**config.mk**
```make
export PLATFORM = sky130hd
export DESIGN_NAME = led_run_scheduler
export DESIGN_NICKNAME = d
export VERILOG_FILES = /design/src/rtl/led_run_scheduler.sv
export SDC_FILE = /design/constraint.sdc
export NUM_CORES = 1
export LEC_CHECK = 0
export ABC_AREA = 1
export CORE_ASPECT_RATIO = 0.6
export CORE_MARGIN = 3
export CORE_UTILIZATION = 40
export CTS_BUF_LIST = sky130_fd_sc_hd__clkbuf_2 sky130_fd_sc_hd__clkbuf_4 sky130_fd_sc_hd__clkbuf_8
export DETAILED_ROUTE_END_ITERATION = 12
export GPL_ROUTABILITY_DRIVEN = 0
export GPL_TIMING_DRIVEN = 0
export PLACE_DENSITY = 0.55
export SLEW_MARGIN = 20
export SYNTH_ARGS = -nofsm -noshare
export SYNTH_HDL_FRONTEND = slang
export SYNTH_SLANG_ARGS = --single-unit
export TNS_END_PERCENT = 5
```
**constraint.sdc**
```tcl
create_clock -name clk -period 1.98 [get_ports clk]
set_input_delay 0.495 -clock clk [delete_from_list [all_inputs] [get_ports clk]]
set_output_delay 0.495 -clock clk [all_outputs]
set_load 0.005 [all_outputs]
```
**src/rtl/led_run_scheduler.sv**
```systemverilog
`default_nettype none
// ----------------------------------------------------------------------------
// led_run_scheduler: round-robin sharing of one LED counter bank, up/down runs
// Revision: 1.0
// ----------------------------------------------------------------------------
module led_run_scheduler #(
    parameter logic [23:0] TICK_DIV  = 24'd1500000,
    parameter int          LED_W     = 4,
    parameter int          MAX_COUNT = 15
) (
    input  logic             clk,
    input  logic             rst,
    input  logic [1:0]       req,
    output logic [LED_W-1:0] led,
    output logic [1:0]       grant,
    output logic             busy,
    output logic [1:0]       done
);

    localparam logic [LED_W-1:0] MAX_VAL   = LED_W'(MAX_COUNT);
    localparam logic [23:0]      TICK_LAST = TICK_DIV - 24'd1;

    typedef enum logic [1:0] {
        IDLE = 2'd0,
        RUN  = 2'd1,
        DONE = 2'd2
    } state_t;

    state_t           state, state_nxt;
    logic [LED_W-1:0] led_nxt;
    logic [1:0]       grant_nxt;
    logic [1:0]       done_nxt;
    logic             last, last_nxt;
    logic [23:0]      tick_cnt, tick_nxt;
    logic             tick;
    logic             at_end;

    always_comb begin
        state_nxt = state;
        led_nxt   = led;
        grant_nxt = grant;
        done_nxt  = 2'b00;
        last_nxt  = last;
        tick_nxt  = tick_cnt;
        tick      = (tick_cnt == TICK_LAST);
        // grant[1] marks a down-run, which ends at zero
        at_end    = grant[1] ? (led == '0) : (led == MAX_VAL);

        case (state)
            IDLE: begin
                led_nxt   = '0;
                grant_nxt = 2'b00;
                tick_nxt  = '0;
                if (req != 2'b00) begin
                    state_nxt = RUN;
                    if (req == 2'b11)
                        grant_nxt = last ? 2'b01 : 2'b10;
                    else
                        grant_nxt = req;
                    led_nxt = grant_nxt[1] ? MAX_VAL : '0;
                end
            end
            RUN: begin
                tick_nxt = tick ? 24'd0 : tick_cnt + 24'd1;
                if (tick) begin
                    if (at_end) begin
                        state_nxt = DONE;
                        done_nxt  = grant;
                    end else begin
                        led_nxt = grant[1] ? led - LED_W'(1) : led + LED_W'(1);
                    end
                end
            end
            DONE: begin
                state_nxt = IDLE;
                led_nxt   = '0;
                grant_nxt = 2'b00;
                last_nxt  = grant[1];
            end
            default: begin
                state_nxt = IDLE;
                led_nxt   = '0;
                grant_nxt = 2'b00;
                last_nxt  = 1'b1;
                tick_nxt  = '0;
            end
        endcase
    end

    always_ff @(posedge clk) begin
        if (rst) begin
            state    <= IDLE;
            led      <= '0;
            grant    <= 2'b00;
            done     <= 2'b00;
            last     <= 1'b1;
            tick_cnt <= '0;
        end else begin
            state    <= state_nxt;
            led      <= led_nxt;
            grant    <= grant_nxt;
            done     <= done_nxt;
            last     <= last_nxt;
            tick_cnt <= tick_nxt;
        end
    end

    assign busy = (state == RUN) || (state == DONE);

endmodule
`default_nettype wire

```
==> impl.org <==
** Setup path
- Data on the critical path is required at its endpoint by 1480 ps.
- Slowest-stage cell, CP :: clkdlybuf4s50_1
- The endpoint identified for the worst register-to-register timing path is tick_cnt[22].
- CP delay by family, top :: buffers and inverters
- FF-to-FF Start :: tick_cnt[0]
- Data on the critical path arrives at its endpoint at 1360 ps.
- STA classifies the critical path startpoint as a flip-flop.
- Traced cell by cell, the critical path runs through clkdlybuf4s50_1.
- Worst reg-to-reg path cell count :: 11
- Critical path type :: reg -> out
- Buffers & Inverters on Critical Path :: 1
- Register-to-register path setup slack :: 190 ps
- Maximum fanout along the worst path :: 8
- CP max stage delay :: 570 ps
- Kind of capture point of the worst setup path :: output port

** Synth
- Synth Area per Inst :: 6.49 um2
- Post-Syn Instances :: 308
- Post-synthesis cell area :: 0.00200 mm2
- After synthesis, flip-flops and latches occupy 35.0% of the total area.
- YS warnings :: 0
- By area the synthesized netlist is led by dfxtp_1 (35%), nand2_1 (14%), nor2_1 (10%).
- In this run, synthesis produced a sequential element count of 35.
- Of all cell types, the one taking the most synthesized area is dfxtp_1.
- The top cell type by area accounts for 35.0% of the synthesized area.
- Count of unique library cells instantiated by Yosys :: 28
- Post-Synthesis Net Count :: 319

** Power and ir drop
- Net switching is 37.2% of the power.
- Flop pwr share :: 40.2%
- Cell-internal power :: 1.38 mW
- Worst vdd rail ir drop :: 627 uV
- Dividing total power by cell area gives a power density of 958 mW/mm2.
- Clock group share of total power :: 24.5%
- Leak Pwr :: 0.893 nW
- Switching Power :: 0.816 mW
- Combinational power share :: 35.4%

** Min path
- The path class of the tightest hold or removal check is reg -> reg.
- Along the worst hold path, the cell count comes to 2.
- Hold Path Sink :: done[0]
- Min-Delay Startpoint :: grant[0]

** Clock network
- In this run the post-CTS setup repair buffer count came out at 0.
- Library cell used as clock root buffer :: clkbuf_8
- For the worst-skew pair, the clock arrives at the later sink with an insertion delay of 290 ps.
- Number of sinks handled by clock tree synthesis :: 35
- CTS clk-pin slew, worst paths :: 70 ps
- The number of clock buffers added by TritonCTS is 5.
- In this run, post-CTS hold repair placed 0 buffers.
- Clock H-tree levels :: 2
- In this run the deepest clock path goes through 2 buffers.
- TritonCTS clock tree :: built

** Route
- Drt wl/cell :: 13.0 um
- The count of nets left with antenna violations once routing finished came out at 0.
- DRT Wirelength :: 5.05 mm
- DR pass1 iterations :: 4
- Detailed routing inserted a total of 1901 vias.
- Detailed Route Iter0 Violations :: 113
- For this run, design rule violations remaining after detail routing come to 0.
- After detailed routing, the number of vias per cell comes to 4.89.

** Die
- The floorplan step defined a die boundary enclosing 0.00591 mm2.
- Area of the placeable core :: 0.00468 mm2
- Site row count :: 19
- Die W :: 97.3 um
- Initial standard-cell utilization of the core :: 42.7%
- From bottom edge to top edge, the die measures 60.8 um.
- Number of top-level pins :: 13

** Layout
- After the last flow step, the layout net total stands at 337.
- 0 antenna diodes ended up in the layout.
- In the final layout, the share of cells above drive strength 1 is 7.06%.
- Post-route insts no fill :: 389
- Final standard cell area without fillers :: 0.00229 mm2
- Measured on the finished design, the core utilization comes to 49.0%.
- The library cells used most frequently in the layout, excluding fill and tap cells, are nand2_1 (77), nor2_1 (53), inv_1 (34).
- Growth of design area from synthesis to finish :: 14.7%
- Most frequent standard cell in the layout excluding fill and tap cells :: nand2_1

** Place
- Standard cell area after detailed placement :: 0.00219 mm2
- Buffers placed on the I/O ports in this run total 11.
- Half-perimeter wire length of the detailed placement result :: 3.93 mm
- Including well taps, the total number of placed cells is 382.

** Timing
- Max-slew violations :: 0
- Layout Skew :: 3.47 ps
- In this run the tightest slew margin relative to its limit is 69.6%.
- Final hold violation count :: 0
- Final critical-path share of the clock period :: 93.9%
- Based on the critical path, the design can be clocked at up to 0.538 GHz.
- Setup violations remaining at the end of the flow were counted as 0.
- Sum Neg Setup Slack :: 0 ps
- Final critical-path required period :: 1860 ps
- For the pin with the worst max-slew slack, the measured transition is 456 ps.
- Unrepaired setup endpoints after global routing :: yes

** Global routing
- Via count of the first global-routing pass :: 1583
- Overall track demand over capacity in global routing :: 18.3%
- After global routing the overflow that remains totals 0.
- Maximum number of pins on one net before global-route repair :: 11
- Antenna violations before repair :: 0
- Wire length of the first global-routing pass :: 8.30 mm

** Job
- Max-Cap Viols :: 0

** Status
- Run status :: completed
worst min-delay path, delay by kind of cell, from the launching register on:
family | cells | cell delay (ps)
buffers and inverters | 1 | 60
flip-flops | 1 | 310
AND/OR/NAND/NOR | 1 | 50
Yosys cell counts:
cell       count
nand4_1        7
nand2_1       77
dfxtp_1       35
o21ai_1        1
ha_1           6
inv_1         34
nor3_1         9
nand2_2        2
o22ai_1        1
nand4_2        1
clkbuf_1       1
nand3b_1       2
xor2_1         7
a2111oi_0      1
nor2_2         2
buf_6          2
o211ai_1       1
nand3_1       30
buf_2          2
fa_1           1
nor3b_1        1
a21oi_1       15
xnor2_1        1
nor2_1        55
mux2i_1        1
o21ai_0        9
inv_2          3
or2_0          1
through the flow:
stage | hold slack (ps) | power (mW) | setup WS, ps
4_1_cts | 468 | 2.21 | 13.5
3_5_place_dp | 457 | 1.67 | 58.8
3_3_place_gp | 464 | 1.67 | 46.4
2_1_floorplan | 449 | 1.39 | 408
6_report | 466 | 2.20 | 121
5_1_grt | 492 | 2.38 | -35.4
worst max path at each step:
stage | start | end | slack [ps] | cells past startpoint
after floorplan | state[0] | tick_cnt[21] | 410 | 11
after global placement | state[0] | tick_cnt[21] | 50 | 11
after detailed placement | state[0] | tick_cnt[21] | 60 | 11
after CTS | state[0] | busy | 10 | 3
after global routing | state[0] | tick_cnt[21] | -40 | 12
final | grant[1] | grant[1] | 120 | 1
cell families after synthesis:
family	share of synthesized area, %
AO/OA/AOI/OAI	7.38
XOR/XNOR	3.50
adder cells (fa/ha/maj)	4.76
buffers and inverters	8.76
flip-flops	35.0
multiplexers	0.501
AND/OR/NAND/NOR	40.0
what timing repair did:
action / in CTS / in global routing
gates cloned: 0 / 0
resized for setup: 2 / 5
setup endpoints to repair: 1 / 5
power groups by stage:
stage               combinational (mW)  sequential [mW]  clock [mW]
floorplan                        0.511            0.876           0
global placement                 0.777            0.895           0
detailed placement               0.776            0.893           0
CTS                              0.780            0.881       0.553
global route                     0.899            0.895       0.588
finish                           0.777            0.882       0.538
registers in the layout, summed over array words and instances, names as in the netlist:
register and flops:
tick_cnt 24, led 4, state 2, done 2, grant 2, last 1
cell type report:
type                            count  area, um2
Fill cell                         496       2390
Inverter                           37        141
Timing Repair Buffer               11        113
Sequential cell                    35        703
Tap cell                           63       78.8
Buffer                              5       36.3
Clock inverter                      1       5.00
Multi-Input combinational cell    231       1130
Clock buffer                        6       82.6
routing by layer:
metal | vias to the layer above | wire length, um | GRT usage [%]
li1 | 1025 | - | -
met1 | 838 | 3070 | 31.2
met2 | 31 | 1650 | 20.6
met3 | 7 | 271 | 4.13
met4 | 0 | 60 | 5.92
met5 | - | 0 | 0
Note: power is estimated with default switching activity, not from simulation.
